$ cat config.mk
export PLATFORM = sky130hd
export DESIGN_NAME = pixel_streamer
export DESIGN_NICKNAME = d
export VERILOG_FILES = /design/src/rtl/pixel_streamer.sv
export SDC_FILE = /design/constraint.sdc
export NUM_CORES = 1
export LEC_CHECK = 0
export BUFFER_PORTS_ARGS = -buffer_cell sky130_fd_sc_hd__buf_2
export CAP_MARGIN = 20
export CORE_MARGIN = 2
export CORE_UTILIZATION = 45
export CTS_BUF_LIST = sky130_fd_sc_hd__clkbuf_16
export DETAILED_ROUTE_END_ITERATION = 7
export HOLD_SLACK_MARGIN = 0.03
export MAX_ROUTING_LAYER = met4
export SLEW_MARGIN = 20
export SYNTH_ARGS = -nofsm -noshare
export SYNTH_HDL_FRONTEND = slang
export SYNTH_SLANG_ARGS = --single-unit
$ cat constraint.sdc
create_clock -name axi_clk -period 3.9 [get_ports axi_clk]
set_input_delay 0.78 -clock axi_clk [delete_from_list [all_inputs] [get_ports axi_clk]]
set_output_delay 0.78 -clock axi_clk [all_outputs]
set_load 0.05 [all_outputs]
$ cat src/rtl/pixel_streamer.sv
// pixel_streamer: reads an 8-bit frame from a synchronous frame memory and streams it
// line by line, paced by filter line credits. Define PIXEL_STREAMER_PAD_EN to append one zero line.
module pixel_streamer #(
  parameter int IMG_WIDTH   = 512,
  parameter int IMG_HEIGHT  = 512,
  parameter int ADDR_W      = 18,
  parameter int PRIME_LINES = 4
) (
  input  logic              axi_clk,
  input  logic              axi_rst,
  input  logic              start,
  output logic              mem_rd_en,
  output logic [ADDR_W-1:0] mem_addr,
  input  logic [7:0]        mem_data,
  output logic              o_data_valid,
  output logic [7:0]        o_data,
  input  logic              i_data_ready,
  input  logic              intr,
  output logic              busy,
  output logic              done
);
`ifdef PIXEL_STREAMER_PAD_EN
  localparam int NUM_LINES = IMG_HEIGHT + 1;
`else
  localparam int NUM_LINES = IMG_HEIGHT;
`endif
  localparam int COL_W  = $clog2(IMG_WIDTH);
  localparam int LINE_W = $clog2(NUM_LINES + 1);
  localparam int CRED_W = $clog2(PRIME_LINES + 1);
  localparam logic [COL_W-1:0]  LAST_COL  = COL_W'(IMG_WIDTH - 1);
  localparam logic [LINE_W-1:0] LAST_LINE = LINE_W'(NUM_LINES - 1);
  localparam logic [CRED_W-1:0] CRED_MAX  = CRED_W'(PRIME_LINES);

  typedef enum logic [2:0] {IDLE, LOAD, SEND, WAIT_CREDIT, FLUSH, DONE} state_t;

  state_t            state_q, state_d;
  logic [CRED_W-1:0] credit_q, credit_d;
  logic [COL_W-1:0]  col_q, col_d;
  logic [LINE_W-1:0] line_q, line_d;
  logic [ADDR_W-1:0] addr_q, addr_d;
  logic [1:0]        cnt_q, cnt_d;
  logic [7:0]        e0_q, e0_d, e1_q, e1_d;
  logic              infl_q, infl_d, infl_pad_q, infl_pad_d;

  logic       issue, pad_line, last_col, cred_inc, cred_dec, pop;
  logic [1:0] occ;
  logic [7:0] in_data, stage0, stage1;

`ifdef PIXEL_STREAMER_PAD_EN
  assign pad_line = (line_q == LINE_W'(IMG_HEIGHT));
`else
  assign pad_line = 1'b0;
`endif

  // Datapath: the in-flight read counts as a FIFO slot, so occupancy never exceeds 2.
  always_comb begin
    occ          = cnt_q + {1'b0, infl_q};
    issue        = (state_q == SEND) && (occ < 2'd2);
    last_col     = (col_q == LAST_COL);
    in_data      = infl_pad_q ? 8'h00 : mem_data;
    o_data_valid = (cnt_q != 2'd0) || infl_q;
    o_data       = (cnt_q != 2'd0) ? e0_q : (infl_q ? in_data : 8'h00);
    pop          = o_data_valid && i_data_ready;
    stage0       = (cnt_q == 2'd0) ? in_data : e0_q;
    stage1       = (cnt_q == 2'd2) ? e1_q : in_data;
    cnt_d        = occ - {1'b0, pop};
    e0_d         = pop ? stage1 : stage0;
    e1_d         = stage1;
    infl_d       = issue;
    infl_pad_d   = issue && pad_line;

    col_d    = col_q;
    line_d   = line_q;
    addr_d   = addr_q;
    credit_d = credit_q;
    cred_inc = intr && (state_q != IDLE) && (state_q != DONE);
    cred_dec = issue && (col_q == '0);
    if (state_q == LOAD) begin
      col_d    = '0;
      line_d   = '0;
      addr_d   = '0;
      credit_d = CRED_MAX;
    end else begin
      if (issue) begin
        addr_d = addr_q + ADDR_W'(1);
        col_d  = last_col ? '0 : col_q + COL_W'(1);
        if (last_col) line_d = line_q + LINE_W'(1);
      end
      if (cred_inc && !cred_dec && credit_q != CRED_MAX) credit_d = credit_q + CRED_W'(1);
      else if (cred_dec && !cred_inc)                    credit_d = credit_q - CRED_W'(1);
    end
  end

  // Next-state decisions look at credit_d so a credit arriving this cycle counts.
  always_comb begin
    state_d = state_q;
    unique case (state_q)
      IDLE:        if (start) state_d = LOAD;
      LOAD:        state_d = SEND;
      SEND: if (issue && last_col) begin
        if (line_q == LAST_LINE)   state_d = FLUSH;
        else if (credit_d != '0)   state_d = SEND;
        else                       state_d = WAIT_CREDIT;
      end
      WAIT_CREDIT: if (credit_d != '0) state_d = SEND;
      FLUSH:       if (cnt_d == 2'd0) state_d = DONE;
      DONE:        state_d = IDLE;
      default:     state_d = IDLE;
    endcase
  end

  always_comb begin
    busy      = (state_q == LOAD) || (state_q == SEND) ||
                (state_q == WAIT_CREDIT) || (state_q == FLUSH);
    done      = (state_q == DONE);
    mem_rd_en = issue && !pad_line;
    mem_addr  = addr_q;
  end

  always_ff @(posedge axi_clk or negedge axi_rst) begin
    if (!axi_rst) begin
      state_q    <= IDLE;
      credit_q   <= '0;
      col_q      <= '0;
      line_q     <= '0;
      addr_q     <= '0;
      cnt_q      <= 2'd0;
      e0_q       <= 8'h00;
      e1_q       <= 8'h00;
      infl_q     <= 1'b0;
      infl_pad_q <= 1'b0;
    end else begin
      state_q    <= state_d;
      credit_q   <= credit_d;
      col_q      <= col_d;
      line_q     <= line_d;
      addr_q     <= addr_d;
      cnt_q      <= cnt_d;
      e0_q       <= e0_d;
      e1_q       <= e1_d;
      infl_q     <= infl_d;
      infl_pad_q <= infl_pad_d;
    end
  end
endmodule

==> metrics.txt, run 1 <==
# H-tree levels 3; Core Util, Final 54.4%; syn nets 389; antenna viol nets, final 0; Setup Total Neg Slack 0 ns; fin. max-slew vios 0; CTS root buf clkbuf_16; Int Pwr 0.00177 W; mapped cell area 3420 um2; Final Hold Vio Count 0; fillers 678; max_cap viols 0; worst path cell trace or3b_1 > nor2_2 > buf_2; Syn-to-layout area delta 16.1%; R2R Path Start infl_q$_DFF_PN0_; synthesis warning total 0; worst endpoint required time 3.12 ns; relative slew slack 36.2%; ys flop type dfrtp_1; Synth Instances 366; worst slew pin tran 0.957 ns; CTS tree built; Post-CTS Setup Repair Bufs 0; number of flops mapped to enable cells by yosys 0; RR Endpoint state_q[0]$_DFFE_PN0P_; hold_sp e1_q[4]$_DFF_PN0_; # setup viols final 0; Routed WL 7.07 mm; drt pass-1 iters 4; Sw Share 44.7%; Tcrit/Tclk final 74.6%; RSZ-0062 raised after global routing false; Placer Congestion 0.801; R2R Setup Slk 1.58 ns; register bit count reported by yosys 62; clock-pin slew on the worst setup and hold paths 0.05 ns; Max Buffers Root-to-Sink 2; slowest stage delay, CP 0.62 ns; Die W 91.1 um; IO Port Bufs 42; Critical Path Sink Type primary output; Hold-fix buffers, CTS 0; vias 2673; min-delay worst type flip-flop to flip-flop; Yosys cell types 45; Comb pwr share 43.6%; vias in the first global route 2642; final clock skew 0.00655 ns; Flop pwr share 33.0%; Wirelength per Cell 14.0 um; CORE AREA 7290 um2; type of the worst setup path flip-flop to primary output; initial antenna violation count 0; hpwl dp 4.74 mm; Starting Density 46.8%; diode count 0; layout cell share with drive strength beyond 1 18.7%; sequential share of the synthesized area 45.4%; first-pass GRT wire length 12.5 mm; asr flop ratio synth 100%; drc violations 0; CTS buffer count 9; total grt overflow 0; Yosys top cell area share 45.4%; IR drop worst, VDD 0.532 mV; Starting DRT DRC Count 158; largest net degree at the start of global routing 43; CP Launch Type flip-flop; WP buf/inv 1; GRT Util Overall 19.0%; vias per inst 5.29; clock share of power 23.5%; area of the die 8300 um2; I/O pin count 43; Hold Path End e1_q[4]$_DFF_PN0_; R2R depth 6; post-route cell area 3970 um2; Area after DPL 3680 um2; Power Total 0.00319 W; Gates resized, CTS repair 0; CTS sink count 62; Power Dens Cells 805 nW/um2; minimum clock period 2.91 ns; worst hold path depth 1; leakage 1.84 nW; fmax 344 MHz; num rows 31; Sw Pwr 0.00142 W; CP Data Arrival Time 2.13 ns; CP Max Fanout 21; Top delay family on crit path simple AND/OR/NAND/NOR gates; synth top area cells dfrtp_1, nand2_1, xor2_1; nets 424; clock latency on the worst-skew pair 0.32 ns; syn_area_per_cell 9.33 um2; post-synth top area cell dfrtp_1; status completed; Die H 91.1 um; Critical Path Slowest Stage Cell dfrtp_1
==> how the worst max path moves through the flow <==
stage,endpoint,depth (start not counted),startpoint,slack [ns]
after CTS,mem_rd_en,3,state_q[2]$_DFFE_PN0P_,0.97
after global placement,mem_rd_en,3,state_q[2]$_DFFE_PN0P_,1.34
final,mem_rd_en,3,state_q[2]$_DFFE_PN0P_,0.99
after detailed placement,mem_rd_en,3,state_q[2]$_DFFE_PN0P_,1.31
after floorplan,o_data[5],4,cnt_q[1]$_DFF_PN0_,0.97
after global routing,mem_rd_en,3,state_q[2]$_DFFE_PN0P_,0.83
==> stage by stage <==
step                      hold WS [ns]  setup WS (ns)  cells
after floorplan                  0.480          0.970    366
after global placement           0.493           1.34    489
final                            0.508          0.990    505
after global routing             0.538          0.832    505
after detailed placement         0.495           1.31    489
after CTS                        0.509          0.972    505
==> logic make-up after synthesis <==
logic type,after synthesis,share of synthesized area [%]
buf+inv,28,3.33
mux,19,5.90
fa+ha+maj,10,3.66
flops,62,45.4
xor+xnor,36,9.45
simple gates,154,22.6
compound gates,57,9.67
==> synthesized netlist by cell type (5+ instances only) <==
master,n
dfrtp_1,62
nand2_1,52
nor2_1,37
o21ai_0,23
xor2_1,21
clkbuf_1,17
xnor2_1,14
a21oi_1,13
o22ai_1,11
ha_1,10
mux2i_1,10
nand3_1,10
mux2_2,9
nand4_1,9
inv_1,8
nor3_1,6
nor4_1,6
and3_1,5
==> flip-flops by register name, indices dropped and copies added, names as in the netlist <==
register	cells
infl_q	1
e1_q	8
line_q	10
state_q	3
e0_q	8
credit_q	3
mem_addr	18
cnt_q	2
col_q	9
==> per-layer routing <==
| layer | track usage, % | routed length [um] |
|---|---|---|
| met5 | - | 0 |
| met2 | 29.9 | 3370 |
| met3 | 3.98 | 248 |
| met1 | 24.6 | 3360 |
| met4 | 5.93 | 88 |
==> layout make-up <==
cell class / instances / area, um2 / share of cell area (%)
Clock buffer: 9 / 225 / 5.68
Timing Repair Buffer: 44 / 225 / 5.68
Multi-Input combinational cell: 276 / 1750 / 44.1
Tap cell: 99 / 124 / 3.12
Clock inverter: 7 / 58.8 / 1.48
Inverter: 8 / 30.0 / 0.757
Sequential cell: 62 / 1550 / 39.1
==> power by group through the flow <==
stage	Sequential (W)	Clock [W]	Combinational (W)
6_report	0.00105	0.000749	0.00139
5_1_grt	0.00109	0.000797	0.00153
4_1_cts	0.00105	0.000767	0.00140
3_5_place_dp	0.00106	0	0.00140
3_3_place_gp	0.00105	0	0.00138
2_1_floorplan	0.00107	0	0.00107
==> cell usage in the layout (no fill, tap or decap), types with 11 or more instances in the layout <==
master,n
xnor2_1,14
o22ai_1,11
nor2_1,37
o21ai_0,23
inv_1,11
nand2_1,52
dfrtp_1,62
buf_2,42
a21oi_1,13
xor2_1,21
(Power assumes the default switching activity.)
==> run 2: changes to the inputs <==
- ABC_AREA: unset -> 1
- PLACE_DENSITY: unset -> 0.67
- clock period: 3.9 -> 2.5 ns (I/O delays scaled with it)
==> run 2 against run 1 <==
Net effect: critical path depth grew 1; critical endpoint is now o_data[4]; highest routed layer unchanged; routed wire length grew 1.4%; largest cell class is now flip-flops and latches; design area grew 1.1%; core utilization grew 0.88 points; combinational power grew 55%; global-route usage grew 0.096 points; non-clock buffer count grew 4; cell count grew 14%; die area shrank 1.3%.
==> metrics.txt, run 2 <==
fin. max-slew vios 0 (unchanged); Yosys top cell area share 46.0% (was 45.4%); Die H 90.5 um (was 91.1 um); nets 497 (was 424); Critical Path Slowest Stage Cell dfrtp_1 (unchanged); slowest stage delay, CP 0.41 ns (was 0.62 ns); worst endpoint required time 2.00 ns (was 3.12 ns); clock-pin slew on the worst setup and hold paths 0.05 ns (about the same); drt pass-1 iters 4 (unchanged); Yosys cell types 37 (was 45); RR Endpoint state_q[0]$_DFFE_PN0P_ (unchanged); ys flop type dfrtp_1 (unchanged); # setup viols final 0 (unchanged); Power Total 0.00465 W (was 0.00319 W); vias per inst 5.07 (was 5.29); Wirelength per Cell 12.4 um (was 14.0 um); min-delay worst type input port to async pin (was flip-flop to flip-flop); Starting DRT DRC Count 151 (was 158); IR drop worst, VDD 0.462 mV (was 0.532 mV); initial antenna violation count 0 (unchanged); antenna viol nets, final 0 (unchanged); worst slew pin tran 0.602 ns (was 0.957 ns); Placer Congestion 0.857 (was 0.801); vias in the first global route 2763 (was 2642); WP buf/inv 2 (was 1); syn nets 445 (was 389); number of flops mapped to enable cells by yosys 0 (unchanged); Post-synth top cells nand2_1, dfrtp_1, inv_1 (was dfrtp_1, nand2_1, nor2_1); Critical Path Sink Type primary output (unchanged); max_cap viols 0 (unchanged); met2 usage 28.8% (was 29.9%); Core Util, Final 55.3% (was 54.4%); status completed (unchanged); type of the worst setup path flip-flop to primary output (unchanged); post-synth top area cell dfrtp_1 (unchanged); worst setup margin 0.204 ns (was 0.990 ns); pre-CTS WS 0.391 ns (was 1.31 ns); Hold-fix buffers, CTS 0 (unchanged); most frequent cells in the layout nand2_1, dfrtp_1, inv_1 (was dfrtp_1, nand2_1, buf_2); syn_area_per_cell 7.99 um2 (was 9.33 um2); vias 2924 (was 2673); CORE AREA 7250 um2 (was 7290 um2); relative slew slack 59.7% (was 36.2%); diode count 0 (unchanged); CP Data Arrival Time 1.80 ns (was 2.13 ns); minimum clock period 2.30 ns; CTS buffer count 9 (unchanged); Max Buffers Root-to-Sink 2 (unchanged); synth top area cells dfrtp_1, nand2_1, inv_1 (was dfrtp_1, nand2_1, xor2_1); met1 usage 25.3% (was 24.6%); CTS tree built (unchanged); max FFs per register 18 (unchanged); asr flop ratio synth 100% (unchanged); CP Max Fanout 7 (was 21); R2R Setup Slk 0.29 ns (was 1.58 ns); CP Launch Type flip-flop (unchanged); clock latency on the worst-skew pair 0.32 ns (about the same); Final Hold Vio Count 0 (unchanged); IO Port Bufs 42 (unchanged); leakage 1.99 nW (was 1.84 nW); largest net degree at the start of global routing 63 (was 43); Tcrit/Tclk final 91.9%; synthesis warning total 0 (unchanged); CTS sink count 62 (unchanged); fmax 435 MHz; num rows 31 (unchanged); R2R Path Start cnt_q[1]$_DFF_PN0_ (was infl_q$_DFF_PN0_); total grt overflow 0 (unchanged); Routed WL 7.17 mm (was 7.07 mm); Starting Density 46.5% (was 46.8%); Synth Instances 422 (was 366); mapped cell area 3370 um2 (was 3420 um2); sequential share of the synthesized area 46.0% (was 45.4%); register bit count reported by yosys 62 (unchanged); layout cell share with drive strength beyond 1 19.2% (was 18.7%); GR peak layer met2 (unchanged); top-count cell post-synth nand2_1 (was dfrtp_1); I/O pin count 43 (unchanged); Syn-to-layout area delta 18.9% (was 16.1%); GRT met3 Usage 3.51% (was 3.98%); leading cell type in the layout, fill and taps excluded nand2_1 (was dfrtp_1); RSZ-0062 raised after global routing false (unchanged); Power Dens Cells 1160 nW/um2 (was 805 nW/um2); fillers 709 (was 678); area of the die 8200 um2 (was 8300 um2); # H-tree levels 3 (unchanged); Die W 90.5 um (was 91.1 um); worst path cell trace nor2_4 > clkinvlp_4 > o31ai_1 > buf_2 (was or3b_1 > nor2_2 > buf_2); hpwl dp 5.10 mm (was 4.74 mm); drc violations 0 (unchanged); final clock skew 0.00704 ns (was 0.00655 ns); GRT Util Overall 19.1% (was 19.0%); first-pass GRT wire length 12.4 mm (was 12.5 mm); Top delay family on crit path buffers and inverters (was simple AND/OR/NAND/NOR gates); R2R depth 11 (was 6); CTS root buf clkbuf_16 (unchanged)
-- run 2: changes by cell type after synthesis, moves of 7 or more --
cell      before  now
inv_1          8   61
nand2_1       52   89
xor2_1        21    3
a21oi_1       13   30
xnor2_1       14    0
nor2_1        37   50
clkbuf_1      17    7
mux2i_1       10    0
o22ai_1       11    1
mux2_2         9    0
o311ai_0       0    8
nand3_1       10   17
-- run 2: cell type report --
class	instances	area, um2	share of cell area (%)
Sequential cell	62	1550	38.7
Multi-Input combinational cell	284	1540	38.4
Clock buffer	9	225	5.62
Timing Repair inverter	2	15.0	0.375
Tap cell	99	124	3.09
Clock inverter	6	31.3	0.781
Inverter	67	255	6.37
Timing Repair Buffer	48	268	6.68
-- run 2: worst max-delay path by stage --
stage                                   from                endpoint  slack (ns)  cells past startpoint
final                     cnt_q[1]$_DFF_PN0_               o_data[4]        0.20                      4
after global routing      cnt_q[0]$_DFF_PN0_  state_q[0]$_DFFE_PN0P_        0.07                     15
after CTS                 cnt_q[1]$_DFF_PN0_               o_data[5]        0.05                      4
after detailed placement  cnt_q[1]$_DFF_PN0_  state_q[0]$_DFFE_PN0P_        0.39                     11
after global placement    cnt_q[1]$_DFF_PN0_               o_data[5]        0.40                      4
after floorplan           cnt_q[1]$_DFF_PN0_               o_data[5]       -0.10                      4
-- run 2: power by group --
| part | switching (W) | total [W] | internal [W] |
|---|---|---|---|
| Clock | 0.000423 | 0.00107 | 0.000652 |
| Combinational | 0.00154 | 0.00215 | 0.000610 |
| Sequential | 0.000171 | 0.00143 | 0.00126 |
-- run 2: metal layers --
layer	vias up	share of wire [%]
met3	7	4.6
met5	-	0
met2	58	47
met1	1370	47
met4	0	1.0
li1	1489	-
-- run 2: cell families after synthesis --
kind of cell | share of synthesized area (%)
adder cells (fa/ha/maj) | 3.71
flip-flops | 46.0
buffers and inverters | 8.72
AND/OR/NAND/NOR | 26.3
AO/OA/AOI/OAI | 14.4
XOR/XNOR | 0.780
-- run 2: per-stage QoR --
| stage | instance area, um2 | hold slack [ns] | std cells | setup TNS, ns |
|---|---|---|---|---|
| detailed placement | 3720 | 0.508 | 559 | 0 |
| global placement | 3720 | 0.497 | 559 | 0 |
| global route | 4010 | 0.210 | 577 | 0 |
| finish | 4010 | 0.187 | 577 | 0 |
| CTS | 3970 | 0.194 | 574 | 0 |
| floorplan | 3380 | 0.204 | 422 | -0.587 |
-- run 2: what timing repair did --
item | CTS | global route
setup endpoints to repair | 0 | 7
buffers inserted | 0 | 1
resized for setup | 0 | 5
==> run 3: changes to the inputs <==
- CORE_UTILIZATION: 45 -> 52
- PLACE_DENSITY: 0.67 -> 0.76
==> run 3 against run 2 <==
Net effect: worst hold slack better by 0.0063 ns; combinational power barely moved; sequential share of layout area barely moved; maximum frequency increased by 0.83%; clock power grew 20%; sequential power barely moved; design area about the same.
==> metrics.txt, run 3 (same netlist as run 2, synthesis figures left out) <==
worst setup margin 0.223 ns (was 0.204 ns); Reg area 1550 um2 (unchanged); Area after DPL 3680 um2 (was 3720 um2); worst slew pin tran 0.612 ns (was 0.602 ns); Core Util, Final 63.5% (was 55.3%); total grt overflow 0 (unchanged); initial antenna violation count 0 (unchanged); fillers 545 (was 709); IR drop worst, VDD 1.17 mV (was 0.462 mV); Placer Congestion 0.958 (was 0.857); min-delay worst type input port to async pin (unchanged); max FFs per register 18 (unchanged); Top delay family on crit path buffers and inverters (unchanged); Critical Path Sink Type primary output (unchanged); drc violations 0 (unchanged); CTS buffer count 9 (unchanged); type of the worst setup path flip-flop to primary output (unchanged); post-route cell area 4010 um2 (about the same); CORE AREA 6310 um2 (was 7250 um2); Max Buffers Root-to-Sink 2 (unchanged); Levels on crit path 5 (was 4); clock latency on the worst-skew pair 0.33 ns (was 0.32 ns); R2R depth 11 (unchanged); max_cap viols 0 (unchanged); Starting Density 53.4% (was 46.5%); drt pass-1 iters 4 (unchanged); IO Port Bufs 42 (unchanged); largest net degree at the start of global routing 33 (was 63); Routed WL 7.34 mm (was 7.17 mm); Die H 84.5 um (was 90.5 um); Critical Path Slowest Stage Cell dfrtp_1 (unchanged); status completed (unchanged); Power Dens Cells 1210 nW/um2 (was 1160 nW/um2); vias in the first global route 2892 (was 2763); clock-pin slew on the worst setup and hold paths 0.05 ns (about the same); Syn-to-layout area delta 19.0% (was 18.9%); RSZ-0062 raised after global routing false (unchanged); final hold slack 0.193 ns (was 0.187 ns); final clock skew 0.00469 ns (was 0.00704 ns); layout cell share with drive strength beyond 1 19.0% (was 19.2%); Wirelength per Cell 13.2 um (was 12.4 um); pre-CTS WS 0.319 ns (was 0.391 ns); worst path cell trace nor2_4 > clkinvlp_4 > buf_4 > o31ai_1 > buf_2 (was nor2_4 > clkinvlp_4 > o31ai_1 > buf_2); Die W 84.5 um (was 90.5 um); multi-input logic area 1540 um2 (unchanged); hpwl dp 5.16 mm (was 5.10 mm); CTS tree built (unchanged); # setup viols final 0 (unchanged); fin. max-slew vios 0 (unchanged); leading cell type in the layout, fill and taps excluded nand2_1 (unchanged); # H-tree levels 3 (unchanged); antenna viol nets, final 0 (unchanged); CTS sink count 62 (unchanged); Starting DRT DRC Count 173 (was 151); fmax 439 MHz (was 435 MHz); area of the die 7140 um2 (was 8200 um2); Tcrit/Tclk final 91.1% (was 91.9%); CP Data Arrival Time 1.78 ns (was 1.80 ns); WP buf/inv 3 (was 2); Final Hold Vio Count 0 (unchanged); Hold-fix buffers, CTS 0 (unchanged); CP Max Fanout 12 (was 7); diode count 0 (unchanged); nets 496 (was 497); vias per inst 5.37 (was 5.07); CP Launch Type flip-flop (unchanged); most frequent cells in the layout nand2_1, inv_1, dfrtp_1 (was nand2_1, dfrtp_1, inv_1); slowest stage delay, CP 0.41 ns (about the same); vias 2979 (was 2924); relative slew slack 59.1% (was 59.7%); leakage 2.01 nW (was 1.99 nW); num rows 29 (was 31); minimum clock period 2.28 ns (was 2.30 ns); Setup Total Neg Slack 0 ns (unchanged); first-pass GRT wire length 12.7 mm (was 12.4 mm); worst endpoint required time 2.00 ns (about the same); I/O pin count 43 (unchanged); GRT Util Overall 22.7% (was 19.1%); CTS root buf clkbuf_16 (unchanged)
run 3: repair_timing:
item | 4_1_cts | 5_1_grt
setup endpoints to repair | 0 | 7
buffers inserted | 0 | 1
gates resized for setup | 0 | 4
run 3: worst paths after layout:
check                                    start                  endpoint  slack [ns]
max in group asynchronous              axi_rst  mem_addr[11]$_DFFE_PN0P_        1.99
max                         cnt_q[1]$_DFF_PN0_                 o_data[3]        0.22
max reg2reg                 cnt_q[1]$_DFF_PN0_    state_q[0]$_DFFE_PN0P_        0.31
min reg2reg                e0_q[1]$_DFFE_PN0P_       e0_q[1]$_DFFE_PN0P_        0.52
min in group axi_clk               mem_data[3]         e1_q[3]$_DFF_PN0_        0.47
min                                    axi_rst    state_q[2]$_DFFE_PN0P_        0.19
run 3: layout make-up:
| class | instances | area share, % |
|---|---|---|
| sequential | 62 | 38.7 |
| multi-input combinational | 284 | 38.3 |
| timing repair buffer | 48 | 6.37 |
| inverter | 67 | 6.37 |
| clock buffer | 9 | 5.62 |
| tap | 77 | 2.40 |
| clock inverter | 7 | 2.03 |
| timing repair inverter | 1 | 0.187 |
run 3: where the power goes:
group	internal [W]	switching, W
Sequential	0.00126	0.000175
Clock	0.000857	0.000424
Combinational	0.000603	0.00153
run 3: per-layer routing:
metal,GRT usage [%],vias to the layer above,share of wire [%]
li1,-,1490,-
met3,6.29,12,5.5
met2,36.7,82,49
met4,6.35,0,1.3
met1,28.0,1395,45
met5,-,-,0
run 3: stage by stage:
step | total power (W) | std cells
after global placement | 0.00346 | 537
after detailed placement | 0.00352 | 537
final | 0.00485 | 555
after global routing | 0.00519 | 555
after CTS | 0.00482 | 553
after floorplan | 0.00307 | 422
